`config.mk`:
```
export PLATFORM = sky130hd
export DESIGN_NAME = feed_forward_input_layer_sequencer
export DESIGN_NICKNAME = d
export VERILOG_FILES = /design/src/rtl/feed_forward_input_layer_sequencer_pkg.sv /design/src/rtl/feed_forward_input_layer_sequencer_weight_bank.sv /design/src/rtl/feed_forward_input_layer_sequencer.sv
export SDC_FILE = /design/constraint.sdc
export NUM_CORES = 1
export LEC_CHECK = 0
export BUFFER_PORTS_ARGS = -buffer_cell sky130_fd_sc_hd__buf_2
export CORE_MARGIN = 1
export CORE_UTILIZATION = 60
export CTS_BUF_LIST = sky130_fd_sc_hd__clkbuf_4 sky130_fd_sc_hd__clkbuf_8
export CTS_CLUSTER_SIZE = 16
export DETAILED_ROUTE_END_ITERATION = 12
export GPL_TIMING_DRIVEN = 0
export PLACE_DENSITY = 0.79
export SLEW_MARGIN = 20
export SYNTH_ARGS = -nofsm -noshare
export SYNTH_HDL_FRONTEND = slang
export SYNTH_HIERARCHICAL = 1
export SYNTH_SLANG_ARGS = --single-unit
export TNS_END_PERCENT = 50
```
`constraint.sdc`:
```
create_clock -name clk -period 3.8 [get_ports clk]
set_clock_uncertainty 0.15 [all_clocks]
set_input_delay 0.19 -clock clk [delete_from_list [all_inputs] [get_ports clk]]
set_output_delay 0.19 -clock clk [all_outputs]
set_load 0.005 [all_outputs]
```
`src/rtl/feed_forward_input_layer_sequencer_pkg.sv`:
```
`default_nettype none
// ============================================================================
// Module      : feed_forward_input_layer_sequencer_pkg
// Description : Shared definitions for the input-layer sequencer slice:
//               default widths, sequencer state encoding, the weight address
//               helper (node * NUM_INPUTS + element) and IEEE-754 single
//               precision constants.
// Ports       : none (package)
// Revision    : 1.0 - initial release
// ============================================================================
package feed_forward_input_layer_sequencer_pkg;

    localparam int C_DATA_WIDTH_DEFAULT = 32;
    localparam int C_NUM_INPUTS_DEFAULT = 3;
    localparam int C_NUM_NODES_DEFAULT  = 4;
    localparam int C_ADDR_WIDTH_DEFAULT = 8;

    typedef enum logic [0:0] {
        ST_IDLE   = 1'b0,
        ST_STREAM = 1'b1
    } seq_state_t;

    // Flat weight-bank address of (node, element).
    function automatic int weight_addr(input int node, input int elem, input int num_inputs);
        return node * num_inputs + elem;
    endfunction

    // IEEE-754 single precision constants.
    localparam logic [31:0] C_FP32_ONE     = 32'h3F80_0000;
    localparam logic [31:0] C_FP32_TWO     = 32'h4000_0000;
    localparam logic [31:0] C_FP32_THREE   = 32'h4040_0000;
    localparam logic [31:0] C_FP32_FOUR    = 32'h4080_0000;
    localparam logic [31:0] C_FP32_FIVE    = 32'h40A0_0000;
    localparam logic [31:0] C_FP32_SIX     = 32'h40C0_0000;
    localparam logic [31:0] C_FP32_SEVEN   = 32'h40E0_0000;
    localparam logic [31:0] C_FP32_EIGHT   = 32'h4100_0000;
    // Adding this to a normal float's bit pattern doubles its value.
    localparam logic [31:0] C_FP32_EXP_LSB = 32'h0080_0000;

endpackage
`default_nettype wire

```
`src/rtl/feed_forward_input_layer_sequencer_weight_bank.sv`:
```
`default_nettype none
// ============================================================================
// Module      : input_layer_weight_bank
// Description : Weight register file, NUM_NODES * NUM_INPUTS words. One
//               synchronous write port; NUM_NODES combinational read ports
//               that all use the same element index, so every node sees its
//               own weight for the element currently being streamed.
// Ports       : clk, rst_n         - clock, async active-low reset (clears bank)
//               i_we/i_addr/i_wdata - write port; out-of-range addresses ignored
//               i_idx               - element index shared by all read ports
//               o_rdata             - node n weight at [n*DATA_WIDTH +: DATA_WIDTH]
// Revision    : 1.0 - initial release
// ============================================================================
module input_layer_weight_bank
    import feed_forward_input_layer_sequencer_pkg::*;
#(
    parameter int DATA_WIDTH = C_DATA_WIDTH_DEFAULT,
    parameter int NUM_INPUTS = C_NUM_INPUTS_DEFAULT,
    parameter int NUM_NODES  = C_NUM_NODES_DEFAULT,
    parameter int ADDR_WIDTH = C_ADDR_WIDTH_DEFAULT,
    parameter int IDX_WIDTH  = (NUM_INPUTS > 1) ? $clog2(NUM_INPUTS) : 1
) (
    input  logic                            clk,
    input  logic                            rst_n,
    input  logic                            i_we,
    input  logic [ADDR_WIDTH-1:0]           i_addr,
    input  logic [DATA_WIDTH-1:0]           i_wdata,
    input  logic [IDX_WIDTH-1:0]            i_idx,
    output logic [NUM_NODES*DATA_WIDTH-1:0] o_rdata
);

    localparam int DEPTH  = NUM_NODES * NUM_INPUTS;
    localparam int MEM_AW = (DEPTH > 1) ? $clog2(DEPTH) : 1;

    logic [DATA_WIDTH-1:0] r_mem [DEPTH];
    logic                  w_addr_ok;
    logic [MEM_AW-1:0]     w_waddr;

    // The range test uses the full address so that high bits cannot alias
    // an out-of-range write onto a low entry.
    assign w_addr_ok = (64'(i_addr) < 64'(DEPTH));
    assign w_waddr   = i_addr[MEM_AW-1:0];

    always_ff @(posedge clk or negedge rst_n) begin
        if (!rst_n) begin
            for (int i = 0; i < DEPTH; i++) begin
                r_mem[i] <= '0;
            end
        end else if (i_we && w_addr_ok) begin
            r_mem[w_waddr] <= i_wdata;
        end
    end

    for (genvar n = 0; n < NUM_NODES; n++) begin : g_read
        localparam int BASE = weight_addr(n, 0, NUM_INPUTS);
        logic [MEM_AW-1:0] w_ridx;

        assign w_ridx = MEM_AW'(BASE) + MEM_AW'(i_idx);
        assign o_rdata[n*DATA_WIDTH +: DATA_WIDTH] = r_mem[w_ridx];
    end

endmodule
`default_nettype wire

```
`src/rtl/feed_forward_input_layer_sequencer.sv`:
```
`default_nettype none
// ============================================================================
// Module      : feed_forward_input_layer_sequencer
// Description : Accepts one state vector per valid/ready handshake and
//               streams it one element per cycle, broadcasting the element
//               and each node's matching weight. Vectors chain back-to-back
//               when the next one is accepted on the last beat.
// Ports       : clk, rst_n                  - clock, async active-low reset
//               i_valid, i_data, o_ready     - vector handshake
//               i_weight_we/addr/data        - weight bank write port
//               o_valid, o_data, o_weight    - registered beat outputs
//               o_last                       - final beat of a vector
//               o_busy                       - streaming in progress (= o_valid)
// Revision    : 1.0 - initial release
// ============================================================================
module feed_forward_input_layer_sequencer
    import feed_forward_input_layer_sequencer_pkg::*;
#(
    parameter int DATA_WIDTH = C_DATA_WIDTH_DEFAULT,
    parameter int NUM_INPUTS = C_NUM_INPUTS_DEFAULT,
    parameter int NUM_NODES  = C_NUM_NODES_DEFAULT,
    parameter int ADDR_WIDTH = C_ADDR_WIDTH_DEFAULT
) (
    input  logic                             clk,
    input  logic                             rst_n,
    input  logic                             i_valid,
    input  logic [NUM_INPUTS*DATA_WIDTH-1:0] i_data,
    output logic                             o_ready,
    input  logic                             i_weight_we,
    input  logic [ADDR_WIDTH-1:0]            i_weight_addr,
    input  logic [DATA_WIDTH-1:0]            i_weight_data,
    output logic                             o_valid,
    output logic [DATA_WIDTH-1:0]            o_data,
    output logic [NUM_NODES*DATA_WIDTH-1:0]  o_weight,
    output logic                             o_last,
    output logic                             o_busy
);

    localparam int                   IDX_WIDTH  = (NUM_INPUTS > 1) ? $clog2(NUM_INPUTS) : 1;
    localparam logic [IDX_WIDTH-1:0] C_IDX_LAST = IDX_WIDTH'(NUM_INPUTS - 1);

    seq_state_t                      r_state;
    seq_state_t                      w_state_next;
    logic [IDX_WIDTH-1:0]            r_idx;
    logic [IDX_WIDTH-1:0]            w_idx_next;
    logic [DATA_WIDTH-1:0]           r_vec [NUM_INPUTS];

    logic                            w_beat;
    logic                            w_at_last;
    logic                            w_accept;
    logic [NUM_NODES*DATA_WIDTH-1:0] w_bank_rdata;

    logic                            r_valid;
    logic                            r_last;
    logic [DATA_WIDTH-1:0]           r_data;
    logic [NUM_NODES*DATA_WIDTH-1:0] r_weight;

    // ------------------------------------------------------------------
    // Weight bank, read at the element currently being streamed
    // ------------------------------------------------------------------
    input_layer_weight_bank #(
        .DATA_WIDTH (DATA_WIDTH),
        .NUM_INPUTS (NUM_INPUTS),
        .NUM_NODES  (NUM_NODES),
        .ADDR_WIDTH (ADDR_WIDTH),
        .IDX_WIDTH  (IDX_WIDTH)
    ) u_weight_bank (
        .clk     (clk),
        .rst_n   (rst_n),
        .i_we    (i_weight_we),
        .i_addr  (i_weight_addr),
        .i_wdata (i_weight_data),
        .i_idx   (r_idx),
        .o_rdata (w_bank_rdata)
    );

    // ------------------------------------------------------------------
    // Next-state logic. Ready opens on the last beat as well as in IDLE,
    // which is what lets a queued vector follow without a bubble.
    // ------------------------------------------------------------------
    always_comb begin
        w_state_next = r_state;
        w_idx_next   = r_idx;
        w_beat       = (r_state == ST_STREAM);
        w_at_last    = (r_idx == C_IDX_LAST);
        o_ready      = (r_state == ST_IDLE) || (w_beat && w_at_last);
        w_accept     = i_valid && o_ready;

        case (r_state)
            ST_IDLE: begin
                if (w_accept) begin
                    w_state_next = ST_STREAM;
                    w_idx_next   = '0;
                end
            end
            ST_STREAM: begin
                if (w_at_last) begin
                    w_state_next = w_accept ? ST_STREAM : ST_IDLE;
                    w_idx_next   = '0;
                end else begin
                    w_idx_next = r_idx + IDX_WIDTH'(1);
                end
            end
            default: begin
                w_state_next = ST_IDLE;
                w_idx_next   = '0;
            end
        endcase
    end

    always_ff @(posedge clk or negedge rst_n) begin
        if (!rst_n) begin
            r_state <= ST_IDLE;
            r_idx   <= '0;
        end else begin
            r_state <= w_state_next;
            r_idx   <= w_idx_next;
        end
    end

    // ------------------------------------------------------------------
    // Vector register; a reload on the last beat is safe because that
    // beat's element is captured into r_data on the same edge.
    // ------------------------------------------------------------------
    always_ff @(posedge clk or negedge rst_n) begin
        if (!rst_n) begin
            for (int k = 0; k < NUM_INPUTS; k++) begin
                r_vec[k] <= '0;
            end
        end else if (w_accept) begin
            for (int k = 0; k < NUM_INPUTS; k++) begin
                r_vec[k] <= i_data[k*DATA_WIDTH +: DATA_WIDTH];
            end
        end
    end

    // ------------------------------------------------------------------
    // Beat output registers. Data and weights hold their last values
    // once streaming stops. Weights are sampled from the bank's current
    // contents, so a write landing on the same edge shows up one beat later.
    // ------------------------------------------------------------------
    always_ff @(posedge clk or negedge rst_n) begin
        if (!rst_n) begin
            r_valid  <= 1'b0;
            r_last   <= 1'b0;
            r_data   <= '0;
            r_weight <= '0;
        end else begin
            r_valid <= w_beat;
            r_last  <= w_beat && w_at_last;
            if (w_beat) begin
                r_data   <= r_vec[r_idx];
                r_weight <= w_bank_rdata;
            end
        end
    end

    assign o_valid  = r_valid;
    assign o_busy   = r_valid;
    assign o_last   = r_last;
    assign o_data   = r_data;
    assign o_weight = r_weight;

endmodule
`default_nettype wire

```
==> After elaboration in Yosys (flattened, before gate mapping) <==
Index checks and enable logic that the tools add are counted.
{ "op_classes": {"addsub": 4, "n_lt_le_gt_ge": 8, "n_eq_ne": 2, "muxes": 24, "bitwise_logic": 7, "reduce_logical": 5} }
{ "op_table": {"columns": ["cell", "n"], "rows": [
  ["32-bit binary-select mux with 4-bit select", 4],
  ["384-bit bitwise mux", 1],
  ["32-bit two-way mux", 11],
  ["32-bit demux with 4-bit select", 1],
  ["32-bit binary-select mux with 2-bit select", 1],
  ["5-bit greater-or-equal comparator (second input constant)", 5],
  ["4-bit inverter with 5-bit output", 4],
  ["8-bit by 4-bit < comparator with 1-bit output (second input constant)", 1],
  ["5-bit by 1-bit < comparator with 1-bit output (second input constant)", 1],
  ["2-bit inverter with 5-bit output", 1],
  ["3-bit by 2-bit adder with 4-bit output (first input constant)", 1],
  ["4-bit by 2-bit adder with 4-bit output (first input constant)", 1],
  ["1-bit logical AND", 4],
  ["2-bit two-way mux", 2],
  ["2-bit one-hot mux with 2 select lines", 1],
  ["2-bit by 2-bit adder with 3-bit output (first input constant)", 1],
  ["3-bit greater-or-equal comparator (second input constant)", 1],
  ["2-bit inverter with 3-bit output", 1],
  ["2-bit by 1-bit adder with 2-bit output (second input constant)", 1],
  ["2-bit == test (second input constant)", 1],
  ["1-bit two-way mux", 2],
  ["2-bit inequality test (second input constant)", 1],
  ["1-bit one-hot mux with 2 select lines", 1],
  ["1-bit logical OR", 1],
  ["1-bit inverter", 1]
]} }
{ "word_totals": {"ff_bits": 645, "in_bits": 140, "output_inout_bits": 164, "wordCells": 71} }

==> Depth between registers and ports, before layout <==
{ "depth": {"depth_word": 7, "mapped_depth": 11, "ltp_nobuf": 5} }

==> Modules after synthesis <==
Netlist, hierarchy kept.
{ "modules_own_cells": {"columns": ["mod", "n_inst", "cells_each", "area_per_inst_um2", "seq_area_each_um2"], "rows": [
  ["input_layer_weight_bank", 1, 1127, 18761.7, 9609.2],
  ["feed_forward_input_layer_sequencer", 1, 672, 10251.1, 6531.3]
]} }

==> Worst setup path after synthesis <==
No wires, ideal clock.
{ "synth_timing": {"path_kind": "register to register", "from": "reg r_idx[1]", "to": "reg r_weight[45], in the netlist o_weight[45]", "setup_ns": 0.125, "arrival_ns": 2.922, "required_time_ns": 3.525, "slack_ns": 0.604, "stages_incl_launch_ff": 11, "n_path_buf": 5, "period_less_slack_ns": 3.196, "cell_sequence": "dfrtp_1 > clkbuf_1 > clkbuf_1 > inv_1 > ha_1 > buf_2 > buf_2 > clkbuf_1 > mux4_2 > mux2_2 > mux2_2"} }
{ "synth_via": {"elab_chain_cells": 5} }
{ "synth_lines": {"columns": ["element", "line", "source"], "rows": [
  ["start: declaration", "feed_forward_input_layer_sequencer.sv:44", "logic [IDX_WIDTH-1:0] r_idx;"],
  ["start signal: assignment", "feed_forward_input_layer_sequencer.sv:117", "r_idx <= w_idx_next;"],
  ["2-bit by 2-bit adder with 3-bit output", "feed_forward_input_layer_sequencer_weight_bank.sv:58", "assign w_ridx = MEM_AW'(BASE) + MEM_AW'(i_idx);"],
  ["4-bit inverter with 5-bit output (not written as such)", "feed_forward_input_layer_sequencer_weight_bank.sv:59", "assign o_rdata[n*DATA_WIDTH +: DATA_WIDTH] = r_mem[w_ridx];"],
  ["32-bit binary-select mux with 4-bit select", "feed_forward_input_layer_sequencer_weight_bank.sv:59", null],
  ["32-bit two-way mux (not written as such) (2 in series)", "feed_forward_input_layer_sequencer_weight_bank.sv:59", null],
  ["net w_bank_rdata[45]", "feed_forward_input_layer_sequencer.sv:51", "logic [NUM_NODES*DATA_WIDTH-1:0] w_bank_rdata;"],
  ["end signal: assignment", "feed_forward_input_layer_sequencer.sv:153", "r_weight <= w_bank_rdata;"],
  ["end: declaration", "feed_forward_input_layer_sequencer.sv:56", "logic [NUM_NODES*DATA_WIDTH-1:0] r_weight;"]
]} }
The timed path passes the listed nets, and every way through them passes these cells. The select of a mux whose other input is x is not followed.
A chain may end at the register's enable or synchronous reset.

==> Worst setup path in the final report <==
{ "layout_timing": {"from": "reg r_idx[1]", "to": "reg r_weight[54], in the netlist o_weight[54]"} }
The elaborated chain is that of the path after synthesis.

==> impl_summary.txt <==
----------------------------------------------------
[Outcome]
  Result of the run ... complete, no violations

[Yosys]
  Area leader, netlist ... dfrtp_1
  Top cell type's share of synthesized area ... 55.63%
  Most used standard cell by instance count after synthesis ... dfrtp_1
  Mapped Avg Cell Area ... 16.13 sq um
  Leading post-synthesis cells by cell area ... dfrtp_1 56%, mux2_2 23%, mux4_2 12%
  Synth top cells by count ... 645 x dfrtp_1, 599 x mux2_2, 160 x mux4_2
  FFs w/ async S/R, synth ... 100.0%
  Count of yosys warnings during synthesis ... 6
  Sequential share of the synthesized area ... 55.63%
  Area of the mapped netlist ... 0.02901 sq mm
  Predominant post-synthesis flop cell ... dfrtp_1
  Syn nets ... 1941
  Number of synthesized register bits ... 645
  Synthesized netlist cell count ... 1799
  Count of cell types in the netlist ... 26
  Post-synth EDFFs ... 0

[Floorplanning]
  Row count ... 80
  Die extent in x ... 221.9 um
  Initial core utilization ... 60.77%
  Die span in y ... 221.9 um
  Area of the core ... 0.04775 sq mm
  Area enclosed by the die boundary ... 0.04924 sq mm
  I/O Pins ... 304

[STA]
  Post-route worst hold slack ... 0.05259 ns
  RSZ-0062 raised after global routing ... false
  Highest clock rate ... 279.8 MHz
  Worst Slack Setup Final ... 0.2264 ns
  Final number of hold-violating endpoints ... 0
  Tightest Pin Transition ... 1.056 ns
  Final critical path time including I/O delays and setup ... 3.574 ns
  Max-slew violation count ... 0
  Part of the cycle the worst path needs ... 94.04%
  Slew Limit Headroom ... 29.61%
  Count of final setup violators ... 0

[Worst setup path]
  CP Data Required Time ... 4.21 ns
  Reg-to-reg slack, setup ... 0.23 ns
  Worst reg2reg path endpoint ... o_weight[54]$_DFFE_PN0P_
  Length in cells of the worst reg-to-reg path ... 10
  CP peak stage delay ... 0.45 ns
  Critical Path Sink Type ... register
  Buffers plus inverters on the worst setup path ... 6
  Number of gates on the worst path with buffers counted ... 10
  R2r startpoint ... r_idx[1]$_DFFE_PN0P_
  Arrival @ worst endpoint ... 3.98 ns
  Worst setup path class ... register to register
  Maximum fanout count along the critical path ... 10
  CP max stage cell ... dfrtp_1
  Cell-by-cell listing of the critical path ... clkbuf_2 > clkbuf_2 > inv_1 > ha_1 > buf_2 > buf_2 > buf_4 > mux4_2 > mux2_2 > mux2_2
  CP startpoint kind ... register
  Kind of cell adding the most delay to the critical path ... buffers and inverters

[Power]
  Worst ir drop on vdd ... 0.4520 mV
  Gate power share ... 31.0%
  Pleak ... 17.38 nW
  Switching power ... 7.119 mW
  Switching power as a share of total power ... 32.48%
  Pwr/cell area ... 622.5 mW/mm^2
  Flop pwr share ... 40.0%
  Clock Power Share ... 29.0%
  Pint ... 14.80 mW

[Finish]
  Area growth from synthesis to final layout ... 21.37%
  Share of layout cells above drive strength 1 ... 55.69%
  Layout net count ... 2498
  Final cell count without fillers ... 3054
  Final cell area excluding filler cells ... 0.03521 sq mm
  Post-layout util ... 73.75%

[Worst hold path]
  Worst hold-check path type ... input pin to register
  Worst hold stages ... 4
  Worst hold path endpoint ... u_weight_bank/r_mem[288]$_DFFE_PN0P_
  Startpoint of the tightest hold check path ... i_weight_addr[2]

[Placed design]
  Post-DP HPWL ... 49710 um
  Number of buffer cells added on primary ports ... 303
  Placed standard-cell area ... 0.03147 sq mm
  Number of cells after detailed placement ... 2723
  Place WS ... -0.8654 ns
  Placer's final routability congestion estimate ... 0.8491

[GRT]
  Aggregate global routing overflow ... 0
  Number of antenna violations at the first check in global routing ... 5
  Global-route usage over all layers ... 32.54%
  Pin count of the biggest net entering global routing ... 105
  Wire length of the first global-routing pass ... 120000 um
  Via count of the first global-routing pass ... 20.20k

[CTS]
  Sink Count ... 645
  Postcts setup bufs ... 0
  Clock tree from TritonCTS ... done
  Maximum level of the CTS H-tree ... 3
  Source-to-sink clock delay at the later pin of the worst-skew pair ... 0.71 ns
  Clk Tree Root Cell ... clkbuf_8
  Post-CTS clock slew at the launch and capture registers of the worst setup and hold paths ... 0.06 ns
  Buffer levels on the longest clock path ... 3
  Num CTS Buffers ... 103

[Drt]
  Drt wl/cell ... 25.63 um
  DRC violations left ... 0
  Antenna violation net count after detailed routing ... 0
  Detailed Route WL ... 78290 um
  Count of TritonRoute iterations in the first routing pass ... 7
  Post-Route M1 WL ... 31580 um
  Via density ... 6.141
  Met2 wire length ... 37890 um
  DRC marker count from the first detailed-route iteration ... 1378
  Highest metal layer with signal wires ... met5
  Via count ... 18.76k
  Routed wl met3 ... 5568 um

[Job]
  Max Cap Violations ... 0

----------------------------------------------------
==> logic make-up (layout without fill, tap and decap cells) <==
group,Yosys count,after routing,share of synthesized area (%)
mux,832,832,38.37
simple gates,95,95,2.023
flops,645,645,55.63
fa+ha+maj,2,2,0.08624
compound gates,66,66,1.298
buf+inv,159,795,2.592
other cells,0,4,0
==> power by group through the flow <==
stage	combinational (mW)	sequential (mW)	clock, mW
after floorplan	4.18	8.66	0
after global placement	6.37	8.73	0
after detailed placement	6.54	8.80	0
after CTS	6.74	8.69	6.45
after global routing	7.18	8.87	6.75
final	6.80	8.76	6.35
==> worst max-delay path by stage <==
stage	endpoint	start	slack [ns]
2_1_floorplan	o_weight[45]$_DFFE_PN0P_	r_idx[1]$_DFFE_PN0P_	0.60
3_3_place_gp	o_weight[40]$_DFFE_PN0P_	rst_n	-10.53
3_5_place_dp	o_weight[49]$_DFFE_PN0P_	r_idx[1]$_DFFE_PN0P_	-0.87
4_1_cts	o_weight[121]$_DFFE_PN0P_	r_idx[0]$_DFFE_PN0P_	0.02
5_1_grt	o_weight[54]$_DFFE_PN0P_	r_idx[1]$_DFFE_PN0P_	0.11
6_report	o_weight[54]$_DFFE_PN0P_	r_idx[1]$_DFFE_PN0P_	0.23
==> metal layers <==
metal | GRT usage (%) | vias to the layer above
li1 | - | 7848
met1 | 43.73 | 9906
met2 | 51.51 | 802
met3 | 6.851 | 196
met4 | 15.01 | 4
met5 | 0 | -
==> layout by cell type (no fill, tap or decap), types with 2 or more instances in the layout <==
cell	n
buf_2	381
clkbuf_8	135
dlygate4sd3_1	143
diode_2	4
nand2b_1	3
mux4_2	160
ha_1	2
buf_6	5
nand2_1	6
mux2i_1	31
o21ai_0	33
nor2_1	3
and4bb_2	2
nand3_1	9
buf_4	10
clkbuf_4	35
bufinv_16	2
clkinv_2	12
mux2_1	42
nor2b_1	66
a31oi_1	32
mux2_2	599
clkbuf_2	2
clkbuf_1	52
dfrtp_1	645
nand4_1	2
buf_16	7
buf_1	5
inv_1	3
==> layout make-up <==
| cell class | instances | area [sq um] |
|---|---|---|
| Antenna cell | 4 | 10.01 |
| Buffer | 155 | 765.7 |
| Clock buffer | 168 | 2106 |
| Clock inverter | 16 | 138.9 |
| Fill cell | 2953 | 12530 |
| Inverter | 3 | 11.26 |
| Multi-Input combinational cell | 995 | 12120 |
| Sequential cell | 645 | 16140 |
| Tap cell | 615 | 769.5 |
| Timing Repair Buffer | 453 | 3151 |
==> flip-flops by register name, summed over array words and instances (netlist names) <==
register / flops
o_last: 1
r_idx: 2
o_data: 32
o_weight: 128
r_state: 1
u_weight_bank/r_mem: 384
o_busy: 1
r_vec: 96
==> timing repair <==
item / in CTS / in global routing
hold endpoints to repair: 681 / 0
setup endpoints to repair: 61 / 23
hold buffers: 144 / 0
resized for setup: 13 / 2
==> metrics by stage <==
stage           TNS, ns  power (mW)
2_1_floorplan         0       12.83
3_3_place_gp   -6785.73       15.10
3_5_place_dp     -33.79       15.34
4_1_cts               0       21.88
5_1_grt               0       22.79
6_report              0       21.92
==> tightest hold or removal path, cell delays in order <==
cell and delay, ns:
buf_2 0.10, nor4b_2 0.09, nand3_1 0.27, mux2_2 0.21
Note: power is estimated with default switching activity, not from simulation.
